<file path="config.mk">
export PLATFORM = sky130hd
export DESIGN_NAME = multi_rr_scheduler
export DESIGN_NICKNAME = d
export VERILOG_FILES = /design/src/rtl/multi_rr_scheduler.sv
export SDC_FILE = /design/constraint.sdc
export NUM_CORES = 1
export LEC_CHECK = 0
export ABC_AREA = 1
export CAP_MARGIN = 20
export CORE_ASPECT_RATIO = 0.75
export CORE_UTILIZATION = 30
export CTS_CLUSTER_SIZE = 28
export DETAILED_ROUTE_END_ITERATION = 16
export HOLD_SLACK_MARGIN = 0.02
export PLACE_DENSITY_LB_ADDON = 0.05
export SLEW_MARGIN = 20
export SYNTH_ARGS = -nofsm -noshare
export SYNTH_HDL_FRONTEND = slang
export SYNTH_SLANG_ARGS = --single-unit
</file>
<file path="constraint.sdc">
create_clock -name clock -period 2.7 [get_ports clock]
set_clock_uncertainty 0.1 [all_clocks]
set_input_delay 0.54 -clock clock [delete_from_list [all_inputs] [get_ports clock]]
set_output_delay 0.54 -clock clock [all_outputs]
set_load 0.01 [all_outputs]
</file>
<file path="src/rtl/multi_rr_scheduler.sv">
// Round-robin front end sharing one start/done compute unit among NUM_REQ requesters.
// One operation in flight; a watchdog aborts with resp_err if unit_done never arrives.
module multi_rr_scheduler #(
  parameter int NUM_REQ = 4,
  parameter int WIDTH   = 32,
  parameter int TIMEOUT = 15
) (
  input  logic                     clock,
  input  logic                     reset,
  input  logic [NUM_REQ-1:0]       req_valid,
  input  logic [NUM_REQ*WIDTH-1:0] req_data,
  output logic [NUM_REQ-1:0]       req_ready,
  output logic [NUM_REQ-1:0]       resp_valid,
  output logic [WIDTH-1:0]         resp_data,
  output logic                     resp_err,
  output logic                     unit_start,
  output logic [WIDTH-1:0]         unit_inp,
  input  logic                     unit_done,
  input  logic [WIDTH-1:0]         unit_out,
  output logic                     busy,
  output logic                     spurious
);

  localparam int IW = (NUM_REQ > 1) ? $clog2(NUM_REQ) : 1;
  localparam logic [7:0] TO_LAST = 8'(TIMEOUT - 1);
  localparam logic [NUM_REQ-1:0] ONE = NUM_REQ'(1);

  typedef enum logic [1:0] {IDLE, ISSUE, WAIT, RESP} state_t;

  state_t           state, state_nxt;
  logic [IW-1:0]    rr_last, tag, grant, cand;
  logic             any_req;
  logic [7:0]       wait_cnt;
  logic [WIDTH-1:0] cap_data;
  logic             cap_err;

  // Scan from farthest to nearest so the candidate just after rr_last wins.
  always_comb begin
    grant   = rr_last;
    any_req = 1'b0;
    cand    = rr_last;
    for (int i = NUM_REQ; i >= 1; i--) begin
      cand = IW'((int'(rr_last) + i) % NUM_REQ);
      if (req_valid[cand]) begin
        grant   = cand;
        any_req = 1'b1;
      end
    end
  end

  always_comb begin
    state_nxt  = state;
    req_ready  = '0;
    resp_valid = '0;
    resp_data  = '0;
    resp_err   = 1'b0;
    unit_start = 1'b0;
    busy       = (state != IDLE);
    case (state)
      IDLE: begin
        if (any_req) begin
          req_ready = ONE << grant;
          state_nxt = ISSUE;
        end
      end
      ISSUE: begin
        unit_start = 1'b1;
        state_nxt  = WAIT;
      end
      WAIT: begin
        if (unit_done || wait_cnt == TO_LAST) state_nxt = RESP;
      end
      RESP: begin
        resp_valid = ONE << tag;
        resp_data  = cap_data;
        resp_err   = cap_err;
        state_nxt  = IDLE;
      end
      default: state_nxt = IDLE;
    endcase
  end

  always_ff @(posedge clock) begin
    if (reset) begin
      state    <= IDLE;
      rr_last  <= IW'(NUM_REQ - 1);
      tag      <= '0;
      unit_inp <= '0;
      wait_cnt <= '0;
      cap_data <= '0;
      cap_err  <= 1'b0;
      spurious <= 1'b0;
    end else begin
      state <= state_nxt;
      // A done outside WAIT is either a late completion after abort or a unit fault.
      if (unit_done && (state == IDLE || state == ISSUE)) spurious <= 1'b1;
      case (state)
        IDLE: begin
          if (any_req) begin
            unit_inp <= req_data[grant*WIDTH +: WIDTH];
            tag      <= grant;
            rr_last  <= grant;
          end
        end
        ISSUE: wait_cnt <= '0;
        WAIT: begin
          if (wait_cnt != 8'hFF) wait_cnt <= wait_cnt + 8'd1;
          if (unit_done) begin
            cap_data <= unit_out;
            cap_err  <= 1'b0;
          end else if (wait_cnt == TO_LAST) begin
            cap_data <= '0;
            cap_err  <= 1'b1;
          end
        end
        default: ;
      endcase
    end
  end

endmodule

</file>
Yosys cells after proc, flatten, opt, wreduce, memory -nomap -nowiden

Index checks and enable logic that the tools add are counted.

Magnitude comparators: 4
Equal/unequal tests: 8
Add/subtract/negate cells: 5
Shift operators: 3
Reduce and logical (&&, ||, !) cells: 11
Multiplexer cells: 31

Operators by type and width:

| kind                                                                 | number |
|---|---|
| 128-bit by 8-bit indexed part select with 32-bit output              | 1 |
| 32-bit 2-to-1 mux                                                    | 3 |
| 8-bit one-hot mux with 2 select lines                                | 1 |
| 2-bit by 3-bit < comparator with 1-bit output, second input constant | 4 |
| 1-bit 2-to-1 mux                                                     | 12 |
| 2-bit 2-to-1 mux                                                     | 6 |
| 4-bit 2-to-1 mux                                                     | 3 |
| 8-bit by 1-bit adder with 8-bit output, second input constant        | 1 |
| 1-bit binary-select mux with 2-bit select                            | 4 |
| 8-bit by 4-bit == test with 1-bit output, second input constant      | 1 |
| 8-bit 2-to-1 mux                                                     | 1 |
| 8-bit inequality test, second input constant                         | 1 |
| 2-bit one-hot mux with 4 select lines                                | 1 |
| 2-bit AND reduction                                                  | 4 |
| 1-bit by 2-bit left shift with 4-bit output, first input constant    | 2 |
| 2-bit inequality test, second input constant                         | 3 |
| 2-bit nonzero test                                                   | 3 |
| 2-bit by 1-bit adder with 2-bit output, second input constant        | 2 |
| 2-bit adder, second input constant                                   | 2 |
| 2-bit == test, second input constant                                 | 2 |
| 2-bit by 1-bit == test with 1-bit output, second input constant      | 1 |
| 2-bit logical NOT                                                    | 1 |
| 1-bit logical OR                                                     | 2 |
| 1-bit logical AND                                                    | 1 |

Output and inout port bits: 76
Register bits after elaboration: 80
Bits of input ports: 167

Depth between registers and ports, before layout

Gate-level depths: netlist of the first run.

Depth after elaboration: 10
Mapped depth: 16
Depth with buffers taken out: 14

Least setup slack after synthesis of the first run

OpenSTA, ideal clock, no wires.

Path type: input to output
Start point: in req_valid[1]
End point: out req_ready[0]
Buffers on the path: 1
Data required time: 2.060 ns
Stages: 9
Arrival time: 1.657 ns
Path slack: 0.403 ns
Cell sequence: inv_1 -> o21ai_1 -> nand2_1 -> a21oi_1 -> nand2_1 -> nand2_2 -> inv_2 -> buf_2 -> nor3_1

Cells in the longest elaborated chain, start to end: 9
Elaborated cells between the ends (all ways): 19
Those cells by class: shift (1); mux (18)

Ends and longest elaborated chain:

| item                                        | RTL line | RTL |
|---|---|---|
| start: declaration                          | 10       | `input logic [NUM_REQ-1:0] req_valid,` |
| 1-bit binary-select mux with 2-bit select   | 44       | `if (req_valid[cand]) begin` |
| 1-bit 2-to-1 mux (implied by the code)      | 44       |  |
| 2-bit 2-to-1 mux (4 in series)              | 44       |  |
| 1-bit by 2-bit left shift with 4-bit output | 62       | `req_ready = ONE << grant;` |
| 4-bit 2-to-1 mux (*)                        | 61       | `if (any_req) begin` |
| 4-bit 2-to-1 mux (*)                        | 59       | `case (state)` |
| end: declaration                            | 12       | `output logic [NUM_REQ-1:0] req_ready,` |

Mark *: on every way between the ends. The rest lies on a longest branch, timed or not. The select of a mux whose other input is x is not followed.

Worst setup path in the final report of the first run

Start point: reg rr_last[1]
End point: out req_ready[3]

Cells in the longest elaborated chain, start to end: 10
Elaborated cells between the ends (all ways): 23
Those cells by class: add/sub (4); shift (1); mux (18)

Ends and longest elaborated chain:

| item                                        | RTL line | RTL |
|---|---|---|
| start: declaration                          | 31       | `logic [IW-1:0] rr_last, tag, grant, cand;` |
| start signal: assignment                    | 86       | `rr_last <= IW'(NUM_REQ - 1);` |
| start signal: assignment                    | 102      | `rr_last <= grant;` |
| 2-bit by 1-bit adder with 2-bit output      | 43       | `cand = IW'((int'(rr_last) + i) % NUM_REQ);` |
| 1-bit binary-select mux with 2-bit select   | 44       |  |
| 1-bit 2-to-1 mux (implied by the code)      | 44       |  |
| 2-bit 2-to-1 mux (4 in series)              | 44       |  |
| 1-bit by 2-bit left shift with 4-bit output | 62       |  |
| 4-bit 2-to-1 mux (*)                        | 61       |  |
| 4-bit 2-to-1 mux (*)                        | 59       |  |

Marked as above.

==> results of run 1 <==
## registers in the layout, indices dropped and copies added, names as in the netlist
register,flops
tag,2
rr_last,2
cap_err,1
state,2
spurious,1
unit_inp,32
cap_data,32
wait_cnt,8
## synthesized netlist by cell type (2+ instances only)
| master | number | area [um2] |
|---|---|---|
| a211oi_1 | 2 | 15.0 |
| a21oi_1 | 43 | 215 |
| buf_2 | 23 | 115 |
| buf_4 | 2 | 15.0 |
| buf_6 | 12 | 135 |
| clkbuf_1 | 19 | 71.3 |
| dfxtp_1 | 80 | 1600 |
| ha_1 | 6 | 75.1 |
| inv_1 | 216 | 811 |
| inv_2 | 4 | 15.0 |
| nand2_1 | 203 | 762 |
| nand2_2 | 7 | 43.8 |
| nand3_1 | 198 | 991 |
| nor2_1 | 73 | 274 |
| nor3_1 | 10 | 50.1 |
| nor3b_1 | 2 | 15.0 |
| o21ai_0 | 6 | 30.0 |
| or2_2 | 2 | 12.5 |
## layer usage
layer | up-vias | GRT usage, %
met5 | - | 0
met4 | 2 | 4.29
met3 | 11 | 6.80
met2 | 174 | 31.3
met1 | 2736 | 27.7
li1 | 3220 | -
## cell type report
type                       count  share of cell area, %
antenna                        1                 0.0302
clock buffer                   9                   2.71
clock inverter                 7                  0.829
inverter                     221                   10.0
multi-input combinational    561                   31.2
sequential                    80                   19.3
tap                          236                   3.56
timing repair buffer         269                   32.4
## critical path, cell delays in order, from the launching register on
cell and delay [ns]:
dfxtp_1 0.44, inv_2 0.09, nand2_1 0.06, nand2_1 0.08, nand2_1 0.10, nand2_1 0.09
inv_2 0.09, buf_4 0.11, nand3_2 0.10, nand2_4 0.13, nand2_4 0.07, nor2_2 0.10
buf_2 0.14
## through the flow
stage | std cells | hold WS (ns) | setup TNS [ns] | setup slack (ns) | cell area, um2
after detailed placement | 1362 | 0.344 | -6.39 | -0.444 | 7940
final | 1384 | 0.354 | 0 | 0.114 | 8300
after global placement | 1362 | 0.341 | -5.18 | -0.394 | 7940
after floorplan | 918 | 0.338 | 0 | 0.403 | 5320
after global routing | 1383 | 0.369 | -0.0640 | -0.0442 | 8300
after CTS | 1379 | 0.355 | 0 | 0.0210 | 8240
## timing repair
item	in CTS	in global routing
pin swaps	3	8
gates resized for setup	23	11
setup endpoints to repair	4	15
hold endpoints to repair	0	0
setup buffers	1	4
## worst max path at each step
stage            startpoint           end  slack, ns  cells past startpoint
2_1_floorplan  req_valid[1]  req_ready[0]       0.40                      9
5_1_grt          rr_last[1]  req_ready[3]      -0.04                     12
6_report         rr_last[1]  req_ready[3]       0.11                     12
4_1_cts        req_valid[1]  req_ready[0]       0.02                     10
3_3_place_gp   req_valid[1]  req_ready[0]      -0.39                     10
3_5_place_dp   req_valid[1]  req_ready[0]      -0.44                     10
## kinds of logic after synthesis
logic type                 share of synthesized area [%]
buffers and inverters                               22.0
DFF                                                 30.1
AOI/OAI and AO/OA                                   5.62
adders and majority gates                           1.41
and+or+nand+nor                                     40.9
## where the power goes
group / internal, W / switching, W / leakage (nW)
registers: 0.00148 / 0.000165 / 0.656
clock network: 0.000657 / 0.000585 / 0.147
logic: 0.00213 / 0.00320 / 3.52
==> results.sh, run 1 <==
export IMPL_status="complete, no violations"
export IMPL_synth_area_um2=5320
export IMPL_final_common_cell="clkdlybuf4s50_1"
export IMPL_reg2reg_slack_ns=0.24
export IMPL_synth_edf_count=0
export IMPL_reg2reg_depth=13
export IMPL_hold_violations=0
export IMPL_powerDensity_nw_per_um2=991
export IMPL_layout_min_cycle_time_ns=2.59
export IMPL_nets=1315
export IMPL_drc=0
export IMPL_crit_type="reg -> out"
export IMPL_routed_wl_met2_mm=7.90
export IMPL_r2r_end="unit_inp[12]"
export IMPL_m1WireLength_mm=8.99
export IMPL_die_w_um=156
export IMPL_fmax_mhz=387
export IMPL_avgViaCountPerCell=4.44
export IMPL_fillers=1816
export IMPL_leakage_nw=4.33
export IMPL_first_iter_violations=315
export IMPL_hold_depth=2
export IMPL_core_area_um2=17100
export IMPL_register_area_um2=1600
export IMPL_cts_buffers=9
export IMPL_period_share_pct=95.8
export IMPL_r2r_start="rr_last[0]"
export IMPL_crit_fanout=5
export IMPL_ys_types=28
export IMPL_antenna_left=0
export IMPL_ys_flop_type="dfxtp_1"
export IMPL_synth_seq_area_share_pct=30.1
export IMPL_final_core_util_pct=48.6
export IMPL_multiInputGateArea_um2=2590
export IMPL_min_to="spurious"
export IMPL_syn_area_per_cell_um2=5.80
export IMPL_cp_arrival_ns=1.95
export IMPL_drv_slew=0
export IMPL_grt_max_degree=72
export IMPL_hold_path_class="reg -> reg"
export IMPL_yosysWarnings=0
export IMPL_port_buffers=242
export IMPL_clockBufferDepth=2
export IMPL_placementRows=41
export IMPL_die_h_um=117
export IMPL_synth_seq_cells=80
export IMPL_syn_nets=1091
export IMPL_worstMarginPinSlew_ns=0.752
export IMPL_worstPathRequired_ns=2.06
export IMPL_tritoncts="built"
export IMPL_io_pins=243
export IMPL_die_area_um2=18300
export IMPL_drv_cap=0
export IMPL_endpoint_kind="output pin"
export IMPL_cts_htree_levels=3
export IMPL_avgRoutedWirePerCell_um=13.4
export IMPL_synth_cells=918
export IMPL_wl_met3_mm=1.45
export IMPL_clkLatencyLatePin_ns=0.34
export IMPL_postSynth_asyncResetShare_pct=0
export IMPL_grt_pass1_vias=5870
export IMPL_firstDrtPassIters=5
export IMPL_max_slew_margin_pct=49.9
export IMPL_hp_start="spurious"
export IMPL_grt_overflow=0
export IMPL_highest_layer="met5"
export IMPL_grt_pass1_wl_mm=30.0
export IMPL_grt_antenna_before_repair=2
export IMPL_drive_gt1_share_pct=6.45
export IMPL_start_util_pct=31.2
export IMPL_cts_root_buf="clkbuf_16"
export IMPL_routed_wl_mm=18.5
export IMPL_cts_clk_slew_worst_paths_ns=0.07
export IMPL_vias=6143
export IMPL_clkSinkCount=80
export IMPL_grt_total_usage_pct=20.5
export IMPL_critPathLaunchType="flip-flop"
export IMPL_finalSetupViolCount=0
export IMPL_gp_congestion=0.837
export IMPL_power_w=0.00822
export IMPL_dp_hpwl_mm=12.8
export IMPL_final_cell_mix="clkdlybuf4s50_1 (233), inv_1 (215), nand2_1 (200)"
export IMPL_area_delta_synth_final_pct=55.9
export IMPL_holdBufCountCts=0
export IMPL_max_vdd_ir_drop_mv=0.880
(Power assumes the default switching activity.)
==> run 2: changes to the inputs <==
Settings changed: ABC_AREA 1 to not set, CAP_MARGIN 20 to not set.
==> run 2 against run 1 <==
Core utilization increased by 5.3 points. Via count decreased by 32%. Power decreased by 31%. Worst setup slack improved by 0.050 ns. Hold slack got worse by 0.0018 ns. Critical path depth decreased by 8. Area after synthesis decreased by 25%. Final cell count decreased by 38%. Final area decreased by 15%. Combinational power decreased by 51%. Clock power increased by 6%. Non-clock buffer count decreased by 9.
==> results.sh, run 2 <==
export IMPL_stdcell_area_um2=7020
export IMPL_leakage_nw=2.82
export IMPL_die_w_um=136
export IMPL_fmax_mhz=394
export IMPL_synth_simple_area_share_pct=17.6
export IMPL_yosys_area_top_type="dfxtp_1"
export IMPL_synth_seq_area_share_pct=39.9
export IMPL_dp_hpwl_mm=9.84
export IMPL_drc=0
export IMPL_worstPathCellList="ha_1, buf_6, nor3b_1, clkdlybuf4s50_1"
export IMPL_synth_compound_area_share_pct=19.1
export IMPL_clockBufferDepth=2
export IMPL_placementRows=36
export IMPL_placed_cell_area_um2=6670
export IMPL_cpMaxStageDelayCell="clkdlybuf4s50_1"
export IMPL_synth_cells=443
export IMPL_max_vdd_ir_drop_mv=0.396
export IMPL_max_slew_margin_pct=65.3
export IMPL_timing_setup_tns_ns=0
export IMPL_rsz0062_at_grt="no"
export IMPL_layout_min_cycle_time_ns=2.54
export IMPL_path_buf_inv=2
export IMPL_synthAdderAreaFrac_pct=1.87
export IMPL_grt_total_usage_pct=18.1
export IMPL_worstPathRequired_ns=2.06
export IMPL_ys_flop_type="dfxtp_1"
export IMPL_netlist_top_cells_count="dfxtp_1 (80), mux2i_1 (65), nor2_1 (52)"
export IMPL_pre_cts_ws_ns=-0.277
export IMPL_start_util_pct=30.9
export IMPL_synth_area_um2=4020
export IMPL_synth_seq_cells=80
export IMPL_antenna_left=0
export IMPL_period_share_pct=93.9
export IMPL_cts_htree_levels=3
export IMPL_synthMuxAreaShare_pct=16.2
export IMPL_postSynth_asyncResetShare_pct=0
export IMPL_hold_violations=0
export IMPL_final_cell_mix="clkdlybuf4s50_1 (233), dfxtp_1 (80), mux2i_1 (65)"
export IMPL_grt_pass1_vias=3983
export IMPL_gp_congestion=0.797
export IMPL_drv_cap=0
export IMPL_critPathLaunchType="flip-flop"
export IMPL_area_delta_synth_final_pct=74.7
export IMPL_ys_types=41
export IMPL_holdBufCountCts=0
export IMPL_yosys_top_cells_area="dfxtp_1 (40%), mux2i_1 (16%), o221ai_1 (7.0%), a22oi_1 (6.2%), and2_1 (5.5%)"
export IMPL_post_cts_buffers=0
export IMPL_crit_type="reg -> out"
export IMPL_nets=852
export IMPL_clkSinkCount=80
export IMPL_avgViaCountPerCell=4.87
export IMPL_grt_antenna_before_repair=2
export IMPL_powerDensity_nw_per_um2=812
export IMPL_reg_top3="cap_data x32, unit_inp x32, wait_cnt x8"
export IMPL_port_buffers=242
export IMPL_firstDrtPassIters=4
export IMPL_max_stage_delay_ns=0.58
export IMPL_worstMarginPinSlew_ns=0.520
export IMPL_grt_overflow=0
export IMPL_endpoint_kind="output pin"
export IMPL_status="complete, no violations"
export IMPL_yosysWarnings=0
export IMPL_drive_gt1_share_pct=6.00
export IMPL_core_area_um2=13000
export IMPL_synth_top_family_by_area="compound AO/OA/AOI/OAI gates"
export IMPL_hold_path_class="reg -> reg"
export IMPL_vias=4165
export IMPL_grt_max_degree=48
export IMPL_synth_top_area_share_pct=39.9
export IMPL_crit_fanout=37
export IMPL_synth_xor_area_share_pct=0.218
export IMPL_synth_edf_count=0
export IMPL_avgRoutedWirePerCell_um=15.3
export IMPL_tritoncts="built"
export IMPL_grt_pass1_wl_mm=19.7
export IMPL_synth_most_common_cell="dfxtp_1"
export IMPL_syn_area_per_cell_um2=9.07
export IMPL_die_h_um=102
export IMPL_clkLatencyLatePin_ns=0.33
export IMPL_finalSetupViolCount=0
export IMPL_fin_ws_ns=0.164
export IMPL_power_w=0.00570
export IMPL_syn_nets=616
export IMPL_cp_arrival_ns=1.90
export IMPL_die_area_um2=13900
export IMPL_routed_wl_mm=13.1
export IMPL_fillers=1206
export IMPL_final_common_cell="clkdlybuf4s50_1"
export IMPL_crit_family="buffers and inverters"
export IMPL_cts_buffers=9
export IMPL_cts_clk_slew_worst_paths_ns=0.06
export IMPL_first_iter_violations=109
export IMPL_cts_root_buf="clkbuf_16"
export IMPL_whs_ns=0.353
export IMPL_drv_slew=0
export IMPL_io_pins=243
==> run 2: cell type report <==
type	instances	area [um2]	share of cell area, %
flip-flops and latches	80	1600	22.8
multi-input cells	319	2220	31.6
well taps	171	214	3.05
diodes	1	2.50	0.0357
clock inverters	5	78.8	1.12
inverters	9	33.8	0.481
clock buffers	10	239	3.41
repair buffers	260	2630	37.4
==> run 2: kinds of logic (layout without fill, tap and decap cells) <==
| group | count (synthesis) | after routing |
|---|---|---|
| flip-flops | 80 | 80 |
| XOR/XNOR | 1 | 1 |
| buffers and inverters | 44 | 284 |
| adder cells (fa/ha/maj) | 6 | 6 |
| AO/OA/AOI/OAI | 99 | 99 |
| AND/OR/NAND/NOR | 148 | 148 |
| multiplexers | 65 | 65 |
| other | 0 | 1 |
==> run 2: through the flow <==
step / utilization, % / std cells
CTS: 53.7 / 854
global placement: 51.3 / 839
finish: 53.9 / 855
detailed placement: 51.3 / 839
floorplan: - / 443
global route: 53.9 / 855
==> run 2: path summary, 6_finish.rpt <==
kind | slack (ns) | start | cells past startpoint | end
worst min register to register | 0.35 | cap_err | 2 | cap_err
worst max-delay path | 0.16 | state[0] | 4 | resp_valid[0]
worst max register to register | 0.34 | rr_last[0] | 8 | unit_inp[28]
worst min-delay path | 0.35 | cap_err | 2 | cap_err
==> run 2: what timing repair did <==
item / 4_1_cts / 5_1_grt
endpoints found under the hold margin: 0 / 0
endpoints found under the setup margin: 4 / 18
gates resized for setup: 5 / 7
pin swaps: 0 / 1
==> run 2: per-layer routing <==
metal	part of all wire (%)	track usage, %	up-vias
met3	8.2	6.10	9
met5	0	0	-
met4	0.67	3.11	0
met1	41	21.4	1941
met2	50	32.1	140
li1	-	-	2075
==> run 2: tightest hold or removal path, stage by stage, from the launching register on <==
cell and delay, ns:
dfxtp_1 0.30, inv_1 0.05, a211oi_1 0.05
==> run 2: power by group <==
part,switching [W],internal (W),total (W)
Sequential,0.000217,0.00154,0.00176
Combinational,0.00121,0.00142,0.00263
Clock,0.000480,0.000830,0.00131
==> run 3: changes to the inputs <==
Settings changed: SETUP_SLACK_MARGIN set to 0.02, SLEW_MARGIN 20 to 10.
==> run 3 against run 2 <==
Sequential cell count is the same. Sequential power about the same. Final cell count unchanged. Fmax is 0.33% higher. Die area stayed put. Global-route usage stayed put. Hold slack about the same. Routed wire length barely moved. Highest routed layer unchanged. First-iteration DRC count unchanged. Sequential share of layout area about the same. Via count is essentially flat. Clock power about the same.
==> results.sh, run 3 (same netlist as run 2, synthesis figures left out) <==
export IMPL_min_to="cap_err"
export IMPL_r2r_start="rr_last[0]"
export IMPL_drv_slew=0
export IMPL_grt_antenna_before_repair=2
export IMPL_r2r_end="unit_inp[28]"
export IMPL_placementRows=36
export IMPL_leakage_nw=2.82
export IMPL_final_cell_mix="clkdlybuf4s50_1 (233), dfxtp_1 (80), mux2i_1 (65)"
export IMPL_switchingPower_w=0.00191
export IMPL_hold_depth=2
export IMPL_die_w_um=136
export IMPL_clockPowerShare_pct=23.0
export IMPL_powerDensity_nw_per_um2=812
export IMPL_tritoncts="built"
export IMPL_clockBufferDepth=2
export IMPL_drv_cap=0
export IMPL_cts_buffers=9
export IMPL_cpMaxStageDelayCell="clkdlybuf4s50_1"
export IMPL_layout_min_cycle_time_ns=2.53
export IMPL_grt_pass1_vias=3983
export IMPL_period_share_pct=93.6
export IMPL_avgViaCountPerCell=4.87
export IMPL_internal_power_w=0.00379
export IMPL_p_comb_share_pct=46.1
export IMPL_dp_hpwl_mm=9.84
export IMPL_cp_arrival_ns=1.89
export IMPL_cts_clk_slew_worst_paths_ns=0.06
export IMPL_grt_max_degree=48
export IMPL_post_cts_buffers=0
export IMPL_worstPathCellList="ha_1, buf_8, nor3b_1, clkdlybuf4s50_1"
export IMPL_cts_htree_levels=3
export IMPL_power_w=0.00570
export IMPL_max_stage_delay_ns=0.58
export IMPL_antenna_left=0
export IMPL_die_h_um=102
export IMPL_cts_root_buf="clkbuf_16"
export IMPL_avgRoutedWirePerCell_um=15.3
export IMPL_holdBufCountCts=0
export IMPL_fmax_mhz=396
export IMPL_final_common_cell="clkdlybuf4s50_1"
export IMPL_port_buffers=242
export IMPL_hold_path_class="reg -> reg"
export IMPL_crit_type="reg -> out"
export IMPL_reg2reg_slack_ns=0.34
export IMPL_start_util_pct=30.9
export IMPL_hp_start="cap_err"
export IMPL_die_area_um2=13900
export IMPL_worstMarginPinSlew_ns=0.521
export IMPL_io_pins=243
export IMPL_nets=852
export IMPL_drc=0
export IMPL_endpoint_kind="output pin"
export IMPL_whs_ns=0.353
export IMPL_reg_top3="cap_data x32, unit_inp x32, wait_cnt x8"
export IMPL_grt_pass1_wl_mm=19.7
export IMPL_grt_total_usage_pct=18.1
export IMPL_status="complete, no violations"
export IMPL_max_vdd_ir_drop_mv=0.396
export IMPL_core_area_um2=13000
export IMPL_p_seq_share_pct=30.9
export IMPL_vias=4164
export IMPL_timing_setup_tns_ns=0
export IMPL_reg2reg_depth=8
export IMPL_rsz0062_at_grt="no"
export IMPL_p_sw_share_pct=33.5
export IMPL_grt_overflow=0
export IMPL_critPathLaunchType="flip-flop"
export IMPL_routed_wl_mm=13.1
export IMPL_worstPathRequired_ns=2.06
export IMPL_crit_fanout=37
export IMPL_first_iter_violations=109
export IMPL_max_slew_margin_pct=65.3
export IMPL_finalSetupViolCount=0
export IMPL_drive_gt1_share_pct=6.00
export IMPL_hold_violations=0
export IMPL_firstDrtPassIters=4
export IMPL_clkLatencyLatePin_ns=0.33
export IMPL_clkSinkCount=80
export IMPL_area_delta_synth_final_pct=74.8
export IMPL_gp_congestion=0.797
==> run 3: cell count changes in the layout (fill, tap and decap cells not counted) <==
cell   change
buf_6      -1
buf_8      +1
==> run 3: repair_timing <==
item	CTS	global route
gates resized for setup	5	8
setup endpoints to repair	4	19
pin swaps	0	1
==> run 3: area by class of cell <==
type                       instances  area, um2
sequential                        80       1600
multi-input combinational        319       2220
antenna                            1       2.50
tap                              171        214
clock inverter                     5       78.8
clock buffer                      10        239
timing repair buffer             260       2630
inverter                           9       33.8
fill                            1207       6000
==> run 3: power by group through the flow <==
stage	clock [W]	sequential (W)	combinational, W
after global routing	0.00139	0.00181	0.00285
after CTS	0.00135	0.00176	0.00265
after floorplan	0	0.00187	0.00131
after detailed placement	0	0.00178	0.00266
final	0.00131	0.00176	0.00263
after global placement	0	0.00177	0.00264
==> run 3: worst max-delay path by stage <==
stage,end,startpoint
floorplan,req_ready[1],req_valid[2]
global placement,req_ready[0],req_valid[2]
detailed placement,unit_inp[2],req_valid[0]
CTS,req_ready[3],req_valid[3]
global route,resp_valid[0],state[1]
finish,resp_valid[0],state[0]
==> run 3: routing by layer <==
layer | vias up | GRT usage, % | wire length (um)
met5 | - | 0 | 0
met4 | 0 | 3.11 | 88
met3 | 9 | 6.10 | 1060
met2 | 136 | 32.1 | 6500
met1 | 1944 | 21.4 | 5430
li1 | 2075 | - | -
==> run 3: critical path: cells and delay by family (launching register included) <==
| kind | cells | cell delay, ns |
|---|---|---|
| adder cells (fa/ha/maj) | 1 | 0.19 |
| buffers and inverters | 2 | 0.78 |
| flip-flops | 1 | 0.38 |
| AND/OR/NAND/NOR | 1 | 0.21 |
==> run 3: through the flow <==
step | cell area, um2 | utilization (%) | instances | setup slack [ns]
detailed placement | 6670 | 51.3 | 839 | -0.277
CTS | 6990 | 53.7 | 854 | 0.0236
finish | 7020 | 53.9 | 855 | 0.172
floorplan | 4020 | - | 443 | 0.585
global route | 7020 | 53.9 | 855 | 0.0220
global placement | 6670 | 51.3 | 839 | -0.231
